--- src/rtl/pipeline_hazard_ctrl.sv ---
// Hazard/sequencing controller for the 5-stage pipeline: load-use bubbles,
// branch flushes, and a pipeline freeze while a data-memory access in MEM waits.
//
// state    | meaning
// ---------+----------------------------------------------------------
// RUN      | normal flow; hazards resolved in the same cycle
// MEM_WAIT | MEM access outstanding; pipe frozen until mem_ready
// ERROR    | access timed out; pipe frozen until reset
module pipeline_hazard_ctrl #(
  parameter int REG_W       = 5,
  parameter int MEM_TIMEOUT = 16,
  parameter int CNT_W       = 16
) (
  input  logic             clk,
  input  logic             reset,
  input  logic             id_valid,
  input  logic [REG_W-1:0] id_rs1,
  input  logic [REG_W-1:0] id_rs2,
  input  logic             idex_memread,
  input  logic [REG_W-1:0] idex_rd,
  input  logic             exmem_memread,
  input  logic             exmem_memwrite,
  input  logic             mem_ready,
  input  logic             branch_taken,
  output logic             pc_stall,
  output logic             ifid_stall,
  output logic             idex_stall,
  output logic             exmem_stall,
  output logic             ifid_flush,
  output logic             idex_flush,
  output logic             memwb_bubble,
  output logic [1:0]       state,
  output logic             mem_error,
  output logic [CNT_W-1:0] stall_cycles
);

  typedef enum logic [1:0] {
    RUN      = 2'b00,
    MEM_WAIT = 2'b01,
    ERROR    = 2'b10
  } ctrlState_t;

  localparam int WAIT_W = (MEM_TIMEOUT > 2) ? $clog2(MEM_TIMEOUT) : 1;
  // The entry cycle in RUN is already one frozen cycle, so MEM_WAIT may
  // absorb MEM_TIMEOUT-1 more; the down-counter hits zero on the last one.
  localparam logic [WAIT_W-1:0] WAIT_LOAD = WAIT_W'(MEM_TIMEOUT - 2);

  ctrlState_t        curState, nextState;
  logic [WAIT_W-1:0] waitLeft, waitLeftNext;
  logic              loadUse, memBusy, freeze, hazardsLive;

  assign loadUse = id_valid && idex_memread && (idex_rd != '0) &&
                   ((idex_rd == id_rs1) || (idex_rd == id_rs2));
  assign memBusy = (exmem_memread || exmem_memwrite) && !mem_ready;
  assign state   = curState;

  always_comb begin
    nextState    = curState;
    waitLeftNext = waitLeft;
    freeze       = 1'b0;
    hazardsLive  = 1'b0;
    pc_stall     = 1'b0;
    ifid_stall   = 1'b0;
    idex_stall   = 1'b0;
    exmem_stall  = 1'b0;
    ifid_flush   = 1'b0;
    idex_flush   = 1'b0;
    memwb_bubble = 1'b0;

    unique case (curState)
      RUN: begin
        if (memBusy) begin
          freeze       = 1'b1;
          nextState    = MEM_WAIT;
          waitLeftNext = WAIT_LOAD;
        end else begin
          hazardsLive = 1'b1;
        end
      end
      MEM_WAIT: begin
        if (!mem_ready) begin
          freeze = 1'b1;
          if (waitLeft == '0) nextState = ERROR;
          else waitLeftNext = waitLeft - 1'b1;
        end else begin
          hazardsLive  = 1'b1;
          nextState    = RUN;
          waitLeftNext = '0;
        end
      end
      ERROR: freeze = 1'b1;
      default: nextState = RUN;
    endcase

    if (freeze) begin
      pc_stall     = 1'b1;
      ifid_stall   = 1'b1;
      idex_stall   = 1'b1;
      exmem_stall  = 1'b1;
      memwb_bubble = 1'b1;
    end else if (hazardsLive) begin
      if (branch_taken) begin
        ifid_flush = 1'b1;
        idex_flush = 1'b1;
      end else if (loadUse) begin
        pc_stall   = 1'b1;
        ifid_stall = 1'b1;
        idex_flush = 1'b1;
      end
    end

    // Reset forces NOPs into the pipe regardless of state.
    if (reset) begin
      pc_stall     = 1'b0;
      ifid_stall   = 1'b0;
      idex_stall   = 1'b0;
      exmem_stall  = 1'b0;
      ifid_flush   = 1'b1;
      idex_flush   = 1'b1;
      memwb_bubble = 1'b1;
    end
  end

  always_ff @(posedge clk or posedge reset) begin
    if (reset) begin
      curState     <= RUN;
      waitLeft     <= '0;
      mem_error    <= 1'b0;
      stall_cycles <= '0;
    end else begin
      curState <= nextState;
      waitLeft <= waitLeftNext;
      if (nextState == ERROR) mem_error <= 1'b1;
      if (pc_stall && (stall_cycles != '1)) stall_cycles <= stall_cycles + 1'b1;
    end
  end

endmodule
--- config.mk ---
export PLATFORM = sky130hd
export DESIGN_NAME = pipeline_hazard_ctrl
export DESIGN_NICKNAME = d
export VERILOG_FILES = /design/src/rtl/pipeline_hazard_ctrl.sv
export SDC_FILE = /design/constraint.sdc
export NUM_CORES = 1
export LEC_CHECK = 0
export BUFFER_PORTS_ARGS = -buffer_cell sky130_fd_sc_hd__buf_2
export CAP_MARGIN = 20
export CORE_MARGIN = 2
export CORE_UTILIZATION = 44
export DETAILED_ROUTE_END_ITERATION = 7
export PLACE_DENSITY = 0.81
export SETUP_SLACK_MARGIN = 0.05
export SLEW_MARGIN = 20
export SYNTH_ARGS = -nofsm -noshare
export SYNTH_HDL_FRONTEND = slang
export SYNTH_SLANG_ARGS = --single-unit
--- constraint.sdc ---
create_clock -name clk -period 2.2 [get_ports clk]
set_input_delay 0.33 -clock clk [delete_from_list [all_inputs] [get_ports clk]]
set_output_delay 0.33 -clock clk [all_outputs]
set_load 0.02 [all_outputs]
Word level (Yosys, flattened, before mapping)
Cells that the tools add are included.

Input bits: 23. Word-level logic and storage cells: 57. Output and inout bits: 26. Register bits: 23.

Mux-type cells: 30. Equality and inequality tests: 8. Reductions and logical operators: 13. Add/subtract/negate cells: 2.

Operators with widths (number): 1-bit two-way mux (20); 16-bit by 1-bit adder with 16-bit output, second input constant (1); 16-bit inequality test, second input constant (1); 4-bit two-way mux (3); 5-bit == test (2); 4-bit case mux with 2 select lines (1); 2-bit two-way mux (3); 2-bit case mux with 3 select lines (1); 1-bit logical AND (5); 5-bit nonzero test (1); 2-bit == test, second input constant (2); 4-bit logical NOT (1); 4-bit by 1-bit subtractor with 4-bit output, second input constant (1); 3-bit inequality test, second input constant (1); 1-bit case mux with 3 select lines (1); 3-bit AND reduction (1); 2-bit by 1-bit == test with 1-bit output, second input constant (1); 2-bit logical NOT (1); 1-bit logical OR (2); 2-bit inequality test, second input constant (1); 1-bit case mux with 2 select lines (1); 2-bit nonzero test (1); 1-bit logical NOT (1).

Logic depth before layout (Yosys ltp)
Gate-level depths: netlist of run 1.

Word-level depth: 9. Mapped depth: 9. Depth with buffers taken out: 7.

Worst setup path after synthesis of run 1
No wires, ideal clock.

Kind: reg2reg. Start point: register curState[0] (netlist: state[0]). End point: register stall_cycles[13]. Path slack: -0.293 ns. Period minus slack after synthesis: 2.493 ns. Arrival: 2.362 ns. Cell stages (with the launch flop): 9. Setup time: 0.131 ns. Data required time: 2.069 ns. Cell sequence: dfrtp_1 -> or3_1 -> a21oi_2 -> o2111ai_2 -> o41ai_4 -> o21a_1 -> buf_6 -> nand4_1 -> xnor2_1.

Word-level cells in the longest chain between the ends: 6. Elaborated cells between the ends (all ways): 9. Those cells by class: 2 x eq/ne; 5 x mux; 2 x reduce/logical.

Ends and longest elaborated chain: start: declaration (RTL line 48) `ctrlState_t curState, nextState;`; start signal: assignment (RTL line 131) `curState <= nextState;`; 2-bit by 1-bit == test with 1-bit output or 2-bit logical NOT (tied branches) (RTL line 70) `unique case (curState)`; 1-bit case mux with 2 select lines (RTL line 70); 1-bit two-way mux; 1-bit two-way mux (*) (2 in series); via ifid_stall (RTL line 26) `output logic ifid_stall,`; 1-bit logical AND (*) (RTL line 134) `if (pc_stall && (stall_cycles != '1)) stall_cycles <= stall_cycles + 1'b1;`; end signal: assignment (RTL line 134); end: declaration (RTL line 34) `output logic [CNT_W-1:0] stall_cycles`.

The timed path passes the listed nets; every way through them passes the cells marked *. A chain may end at the register's enable or synchronous reset.

Worst setup path in the final report of run 1
Start point: register curState[0] (netlist: state[0]). End point: output port pc_stall.

Word-level cells in the longest chain between the ends: 5. Elaborated cells between the ends (all ways): 8. Those cells by class: 2 x eq/ne; 5 x mux; 1 x reduce/logical.

Ends and longest elaborated chain: 2-bit by 1-bit == test with 1-bit output or 2-bit logical NOT (tied branches) (RTL line 70); 1-bit case mux with 2 select lines (RTL line 70); 1-bit two-way mux (RTL line 101) `end else if (hazardsLive) begin`; 1-bit two-way mux (*) (RTL line 95) `if (freeze) begin`; 1-bit two-way mux (*) (RTL line 113) `if (reset) begin`; end: declaration (RTL line 25) `output logic pc_stall,`.

Every way passes the cells marked *; elsewhere a longest branch is shown, timed or not.

==> flow_summary.yaml, run 1 <==
floorplan:
  rows: 19
  fp.dieH_um: 59.0
  die_area_um2: 3480
  initial_core_util: 0.475
  io_pins: 49
  die_w_um: 59.0
  core_area_um2: 2810
clocking:
  numClockSinks: 23
  cts.root.buffer_cell: "clkbuf_4"
  tritoncts: "yes"
  insertion_delay_ns: 0.31
  numCtsBuffers: 3
  h-tree-depth: 1
  cts.path.max_buffers: 2
  clkSlewWorstSetupHoldPaths_ns: 0.12
drt:
  drt_first_pass_iters: 4
  routed-via-count: 1198
  wl_per_cell_um: 13.8
  drc: 0
  wirelength_um: 3130
  detail_route.vias_per_cell: 5.28
  drt_iter0_markers: 23
  ant_nets: 0
power:
  combinationalPowerShare: 0.469
  peakVddDrop_mv: 0.637
  p_sw_frac: 0.414
  p_int_w: 0.000902
  seqPwrFrac: 0.406
  p_sw_w: 0.000636
  clkPwrFrac: 0.125
  pwr_density_cell_nw_per_um2: 834
  p_leak_nw: 0.924
timing:
  fin_tns_setup_ns: -0.101
  finalHoldViolCount: 0
  rsz0062_at_grt: "yes"
  min_period_ns: 2.25
  skew_ns: 0.0129
  maxSlewHeadroom: 0.737
  drv_slew: 0
  final.period_utilization: 1.02
  fin_ws_ns: -0.0511
  tightest_slew_ns: 0.394
  max_freq_mhz: 444
  setup_viol: 2
setup_path:
  setup.worst_path.class: "flop to output pin"
  path_max_fanout: 3
  startpoint_type: "flop"
  required_ns: 1.87
  worstPathArrival_ns: 1.92
  endpoint_kind: "output pin"
place:
  portBuffers: 48
  dp_hpwl_um: 2350
  gp_congestion: 0.820
  post-place-cells: 217
synthesis:
  synth_area_leaders: "dfrtp_1 43%, xnor2_1 8.6%, xor2_1 7.9%"
  ys_types: 34
  synth_xor_area_frac: 0.164
  yosys_warnings: 0
  async_reset_ff_frac: 1.00
  synthFlopType: "dfrtp_1"
  syn_inst: 136
  avgSynthCellArea_um2: 9.79
  syn_nets: 162
  synth_edf_count: 0
  synth_commonest_cells: "23 x dfrtp_1, 13 x xnor2_1, 12 x xor2_1"
  synth_top_family_by_area: "simple AND/OR/NAND/NOR gates"
  synthMuxAreaShare: 0.00846
  ys_seq_elements: 23
  synth_area_um2: 1330
  yosysSeqAreaShare: 0.432
  synth_top_area_cell: "dfrtp_1"
  synth_top_area_frac: 0.432
  synth_most_common_cell: "dfrtp_1"
  synth-compound-area-share: 0.111
  synth-adder-area-share: 0.0282
  yosys.area_share.simple: 0.216
grt:
  grt_antenna_before_repair: 0
  grt.overflow.total: 0
  gr-usage-all-layers: 0.186
  grt_max_degree: 17
  grt_pass1_vias: 1130
  grt_pass1_wl_um: 4930
flow_run:
  max_cap_violations: 0
status:
  outcome: "finished with violations"
  violations: "negative setup slack"
final_layout:
  drive_gt1_frac: 0.434
  fin_nets: 223
  diodes: 0
  fin_cells: 227
  synthToLayoutAreaGrowth_pct: 38.4
hold_path:
  hp-class: "input port to flop"
[repair_timing]
| item | in CTS | in global routing |
|---|---|---|
| hold buffers | 1 | 0 |
| buffers inserted | 3 | 2 |
| pin swaps | 9 | 12 |
| endpoints found under the hold margin | 7 | 0 |
| endpoints found under the setup margin | 14 | 19 |
| resized for setup | 12 | 14 |
[final cells by class]
class | instances | area, um^2
Fill cell | 238 | 962
Multi-Input combinational cell | 103 | 807
Sequential cell | 23 | 577
Timing Repair Buffer | 61 | 374
Tap cell | 31 | 38.8
Clock buffer | 3 | 22.5
Inverter | 5 | 18.8
Clock inverter | 1 | 5.00
[layout by cell type (no fill, tap or decap), drive strengths merged, types with 2 or more instances in the layout]
master and instances:
a21oi 6, and2 3, and3 3, buf 60, clkbuf 3, dfrtp 23
ha 3, inv 5, nand2 10, nand3 6, nand4 6, nor2 9
nor3 6, o21ai 9, or2 2, or3 2, xnor2 13, xor2 12
[cell families after synthesis]
| kind of cell | Yosys count |
|---|---|
| AO/OA/AOI/OAI | 20 |
| XOR/XNOR | 25 |
| adder cells (fa/ha/maj) | 3 |
| buffers and inverters | 10 |
| flip-flops | 23 |
| multiplexers | 1 |
| AND/OR/NAND/NOR | 54 |
[power by group through the flow]
stage	combinational [W]	sequential, W	clock (W)
6_report	0.000722	0.000624	0.000192
5_1_grt	0.000791	0.000639	0.000214
4_1_cts	0.000668	0.000617	0.000200
3_5_place_dp	0.000621	0.000623	0
3_3_place_gp	0.000604	0.000616	0
2_1_floorplan	0.000350	0.000689	0
[critical path, cell delays in order (launching register included)]
cell and delay, ns:
dfrtp_2 0.41, or3_1 0.32, a21oi_2 0.17, o2111ai_2 0.16, o41ai_4 0.25, buf_4 0.19, buf_6 0.12
[path summary, 6_finish.rpt]
| kind | slack [ns] | cells past startpoint | endpoint | start |
|---|---|---|---|---|
| min | 0.33 | 4 | waitLeft[0] | mem_ready |
| max | -0.05 | 6 | pc_stall | state[0] |
| max reg2reg | 0 | 10 | stall_cycles[10] | state[0] |
| max in group asynchronous | 1.08 | 4 | state[0] | reset |
| min in group asynchronous | 0.56 | 3 | stall_cycles[12] | reset |
| min reg2reg | 0.48 | 1 | mem_error | mem_error |
[sequential cells by signal (all words and copies together), names as in the netlist]
register / flops
mem_error: 1
waitLeft: 4
stall_cycles: 16
state: 2
[routing by layer]
layer,routed length (um),global-route usage,vias to the layer above,share of wire
met5,0,0,-,0
met4,11,0.0357,0,0.0035
li1,-,-,586,-
met2,1610,0.349,41,0.52
met1,1300,0.220,569,0.42
met3,198,0.0371,2,0.063
[per-stage QoR]
stage	setup slack, ns	power (W)	hold slack (ns)	util	cell area (um^2)
floorplan	-0.280	0.00104	0.346	-	1340
global placement	-0.0806	0.00122	0.341	0.583	1640
detailed placement	-0.158	0.00124	0.352	0.583	1640
CTS	-0.105	0.00148	0.321	0.624	1750
global route	-0.160	0.00164	0.350	0.657	1840
finish	-0.0511	0.00154	0.327	0.657	1840
Note: power is estimated with default switching activity, not from simulation.
==> run 2: changes to the inputs <==
--- a/config.mk
+++ b/config.mk
@@ -11,6 +11,7 @@
 export CORE_UTILIZATION = 44
 export DETAILED_ROUTE_END_ITERATION = 7
 export PLACE_DENSITY = 0.81
+export REMOVE_ABC_BUFFERS = 1
 export SETUP_SLACK_MARGIN = 0.05
 export SLEW_MARGIN = 20
 export SYNTH_ARGS = -nofsm -noshare
==> run 2 against run 1 <==
Compared with the run above:
- the run still ends with negative setup slack left
- flip-flop and latch count stayed put
- first-iteration DRC count is 22% higher
- critical path depth did not move
- non-clock buffer count down 1
- clock skew down 0.012 ns
- global-route usage rose by 1.1 points
- maximum frequency down 0.83%
- design area grew 2.0%
- via count rose by 1.6%
- critical path type unchanged
- highest routed layer unchanged
==> flow_summary.yaml, run 2 (synthesis results as in run 1) <==
status:
  outcome: "finished with violations"
  violations: "negative setup slack"
final_layout:
  synthToLayoutAreaGrowth_pct: 41.2
  top_register: "stall_cycles"
  largest_reg_flops: 16
  fin_nets: 222
  n_fill_cell: 224
  mostFrequentLayoutCells: "45 x buf_2, 22 x dfrtp_1, 12 x xor2_1"
  drive_gt1_frac: 0.441
  utilization: 0.670
  fin_cells: 226
  diodes: 0
  final_common_cell: "buf_2"
drt:
  ant_nets: 0
  wl_met2_um: 1730
  wl_met1_um: 1320
  highest_layer: "met4"
  routed-via-count: 1217
  drt_first_pass_iters: 4
  drt_iter0_markers: 28
  wl_per_cell_um: 14.9
  drc: 0
  wirelength_um: 3360
  wl_met3_um: 264
  detail_route.vias_per_cell: 5.38
power:
  power_w: 0.00158
  peakVddDrop_mv: 0.537
  p_leak_nw: 0.924
  pwr_density_cell_nw_per_um2: 838
grt:
  grt_pass1_vias: 1161
  grt_antenna_before_repair: 0
  gr-usage-all-layers: 0.197
  grt.overflow.total: 0
  grt_max_degree: 14
  grt_pass1_wl_um: 5210
setup_path:
  cp_cell_sequence: "or3_4 -> a21oi_4 -> o2111ai_4 -> o41ai_4 -> buf_4 -> buf_6"
  startpoint_type: "flop"
  slowest_stage: "dfrtp_1"
  setup.worst_path.class: "flop to output pin"
  required_ns: 1.87
  endpoint_kind: "output pin"
  worstPathArrival_ns: 1.94
  cpPeakStageDelay_ns: 0.40
  path_max_fanout: 3
timing:
  skew_ns: 0.00109
  max_freq_mhz: 441
  tightest_slew_ns: 0.413
  setup_viol: 4
  drv_slew: 0
  rsz0062_at_grt: "yes"
  fin_tns_setup_ns: -0.189
  final.period_utilization: 1.03
  min_period_ns: 2.27
  finalHoldViolCount: 0
  fin_ws_ns: -0.0700
  maxSlewHeadroom: 0.725
floorplan:
  die_w_um: 59.0
  rows: 19
  initial_core_util: 0.475
  core_area_um2: 2810
  fp.dieH_um: 59.0
  io_pins: 49
  die_area_um2: 3480
clocking:
  cts.path.max_buffers: 2
  numClockSinks: 23
  tritoncts: "yes"
  numCtsBuffers: 3
  cts.root.buffer_cell: "clkbuf_4"
  hold_buffers: 0
  insertion_delay_ns: 0.31
  clkSlewWorstSetupHoldPaths_ns: 0.13
  h-tree-depth: 1
hold_path:
  hp-class: "input port to asynchronous set/reset pin"
place:
  post-place-cells: 215
  dp_hpwl_um: 2270
  gp_congestion: 0.716
  portBuffers: 48
flow_run:
  max_cap_violations: 0
run 2: changes by cell type in the layout (fill, tap and decap cells not counted), moves of 2 or more:
cell,change
xnor2_2,-2
or3_4,+2
xnor2_1,+2
or3_1,-2
run 2: path summary, 6_finish.rpt:
kind	start	endpoint	slack [ns]	cells past startpoint
setup / recovery	state[0]	ifid_stall	-0.07	6
hold / removal	reset	waitLeft[1]	0.06	3
setup reg to reg	state[0]	stall_cycles[7]	-0.03	9
hold reg to reg	mem_error	mem_error	0.48	1
max in group asynchronous	reset	stall_cycles[15]	1.96	3
min in group clk	mem_ready	state[0]	0.29	2
run 2: per-stage QoR:
step / hold slack [ns] / instance area, um^2 / setup WS [ns]
after global routing: 0.0669 / 1880 / -0.172
final: 0.0621 / 1880 / -0.0700
after CTS: 0.0612 / 1790 / -0.191
after floorplan: 0.346 / 1300 / -0.569
after detailed placement: 0.402 / 1630 / -0.160
after global placement: 0.404 / 1630 / -0.0302
run 2: power breakdown:
group          total [W]  switching, W  leakage, nW  internal (W)
Combinational   0.000756      0.000429        0.616      0.000327
Clock           0.000199      0.000128       0.0150     0.0000708
Sequential      0.000620     0.0000983        0.294      0.000522
Total            0.00158      0.000655        0.924      0.000920
run 2: layout make-up:
| cell class | count | area (um^2) | share of cell area |
|---|---|---|---|
| Sequential cell | 23 | 577 | 0.307 |
| Inverter | 5 | 18.8 | 0.00999 |
| Tap cell | 31 | 38.8 | 0.0206 |
| Timing Repair Buffer | 60 | 385 | 0.205 |
| Clock buffer | 4 | 26.3 | 0.0140 |
| Multi-Input combinational cell | 103 | 833 | 0.443 |
run 2: critical path, delay by kind of cell (launching register included):
kind / cells / cell delay, ns
simple gates: 1 / 0.34
buf+inv: 2 / 0.29
flops: 1 / 0.40
compound gates: 3 / 0.60
run 2: repair_timing:
item	in CTS	in global routing
endpoints found under the setup margin	16	19
pin swaps	13	11
buffers inserted	4	2
cloned	1	0
resized for setup	19	13
run 2: layer usage:
metal,GRT usage,up-vias
met1,0.238,578
met4,0.0714,0
met5,0,-
met2,0.344,54
li1,-,579
met3,0.0437,6
==> run 3: changes to the inputs <==
--- a/config.mk
+++ b/config.mk
@@ -11,6 +11,7 @@
 export CORE_UTILIZATION = 44
 export DETAILED_ROUTE_END_ITERATION = 7
 export PLACE_DENSITY = 0.81
+export RECOVER_POWER = 25
 export REMOVE_ABC_BUFFERS = 1
 export SETUP_SLACK_MARGIN = 0.05
 export SLEW_MARGIN = 20
==> run 3 against run 2 <==
Compared with the run above:
- sequential power about the same
- core utilization fell by 0.31 points
- routed wire length increased by 0.27%
- the flow still finishes with violations (negative setup slack)
- highest routed layer unchanged
- clock power about the same
- largest cell class unchanged
- global-route usage did not move
==> flow_summary.yaml, run 3 (synthesis results as in run 1) <==
timing:
  maxSlewHeadroom: 0.503
  skew_ns: 0.00109
  final.period_utilization: 1.03
  min_period_ns: 2.27
  drv_slew: 0
  tightest_slew_ns: 0.745
  finalHoldViolCount: 0
  setup_viol: 4
  fin_ws_ns: -0.0700
  max_freq_mhz: 441
  hold_ws_ns: 0.224
  rsz0062_at_grt: "yes"
floorplan:
  rows: 19
  io_pins: 49
  fp.dieH_um: 59.0
  die_area_um2: 3480
  initial_core_util: 0.475
  core_area_um2: 2810
  die_w_um: 59.0
final_layout:
  largest_reg_flops: 16
  diodes: 0
  mostFrequentLayoutCells: "44 x buf_2, 22 x dfrtp_1, 12 x xor2_1"
  n_fill_cell: 228
  top_register: "stall_cycles"
  seqCellArea_um2: 577
  fin_cells: 226
  final_area_um2: 1870
  synthToLayoutAreaGrowth_pct: 40.5
  drive_gt1_frac: 0.426
  fin_nets: 222
  multi_input_area_um2: 833
  final_common_cell: "buf_2"
setup_path:
  cp_num_buf_inv: 2
  crit_path_start: "state[0]"
  crit_path_end: "ifid_stall"
  startpoint_type: "flop"
  critPathTopFamily: "compound AO/OA/AOI/OAI gates"
  cp_cell_sequence: "or3_4 -> a21oi_4 -> o2111ai_4 -> o41ai_4 -> buf_4 -> buf_6"
  worstPathArrival_ns: 1.94
  slowest_stage: "dfrtp_1"
  timing.reg2reg.setup_slack_ns: -0.03
  worstReg2RegStart: "state[0]"
  cp.depth: 6
  cpPeakStageDelay_ns: 0.40
  reg2reg_to: "stall_cycles[7]"
  endpoint_kind: "output pin"
  required_ns: 1.87
  setup.worst_path.class: "flop to output pin"
  path_max_fanout: 3
  ff2ff_path_depth: 9
drt:
  ant_nets: 0
  drt_iter0_markers: 29
  routed-via-count: 1213
  wl_per_cell_um: 14.9
  drt_first_pass_iters: 4
  highest_layer: "met4"
  wirelength_um: 3370
  wl_met3_um: 245
  drc: 0
  detail_route.vias_per_cell: 5.37
  wl_met2_um: 1740
  wl_met1_um: 1340
flow_run:
  max_cap_violations: 0
grt:
  grt_antenna_before_repair: 0
  grt_pass1_wl_um: 5210
  gr-usage-all-layers: 0.197
  grt_pass1_vias: 1161
  grt_max_degree: 14
  grt.overflow.total: 0
clocking:
  clkSlewWorstSetupHoldPaths_ns: 0.13
  numClockSinks: 23
  insertion_delay_ns: 0.31
  h-tree-depth: 1
  tritoncts: "yes"
  cts.path.max_buffers: 2
  cts.root.buffer_cell: "clkbuf_4"
  hold_buffers: 0
  numCtsBuffers: 3
status:
  outcome: "finished with violations"
  violations: "negative setup slack"
place:
  placed_area_um2: 1630
  portBuffers: 48
  place_ws_ns: -0.160
  gp_congestion: 0.716
  dp_hpwl_um: 2270
  post-place-cells: 215
power:
  p_sw_frac: 0.417
  p_int_w: 0.000918
  clkPwrFrac: 0.127
  power_w: 0.00157
  p_leak_nw: 0.914
  seqPwrFrac: 0.395
  combinationalPowerShare: 0.479
  p_sw_w: 0.000656
  pwr_density_cell_nw_per_um2: 841
  peakVddDrop_mv: 0.537
hold_path:
  hp-class: "input port to asynchronous set/reset pin"
==> run 3: cell types whose count changed in the layout (fill, tap and decap cells not counted), sizes merged <==
cell    change
clkbuf      +3
buf         -3
==> run 3: what timing repair did <==
item,4_1_cts,5_1_grt
setup endpoints to repair,16,19
buffers inserted,4,2
cloned,1,0
gates resized for setup,19,13
hold endpoints to repair,0,0
pin swaps,13,11
==> run 3: layer usage <==
layer / GRT usage / vias to the layer above
li1: - / 579
met1: 0.238 / 580
met2: 0.344 / 48
met3: 0.0437 / 6
met4: 0.0714 / 0
met5: 0 / -
==> run 3: power groups by stage <==
stage	sequential (W)	combinational, W	clock, W
2_1_floorplan	0.000687	0.000331	0
3_3_place_gp	0.000616	0.000603	0
3_5_place_dp	0.000617	0.000633	0
4_1_cts	0.000611	0.000715	0.000199
5_1_grt	0.000638	0.000824	0.000221
6_report	0.000621	0.000754	0.000199
==> run 3: final cells by class <==
type	instances	area share
timing repair buffer	60	0.201
clock buffer	4	0.0140
inverter	5	0.0100
sequential	23	0.308
tap	31	0.0207
multi-input combinational	103	0.445
==> run 3: how the worst min path moves through the flow <==
stage          startpoint           to  cells after the start
2_1_floorplan       reset    mem_error                      1
3_3_place_gp        reset     state[0]                      3
3_5_place_dp        reset  waitLeft[1]                      3
4_1_cts             reset  waitLeft[1]                      3
5_1_grt             reset  waitLeft[0]                      3
6_report            reset  waitLeft[1]                      3
==> run 3: worst min-delay path: stages <==
cell,delay (ns)
clkbuf_1,0.13
inv_1,0.10
clkbuf_1,0.47
==> run 3: through the flow <==
step | TNS (ns) | utilization
after detailed placement | -1.18 | 0.580
after global routing | -1.12 | 0.667
final | -0.187 | 0.667
after global placement | -0.149 | 0.580
after CTS | -1.01 | 0.639
after floorplan | -6.62 | -
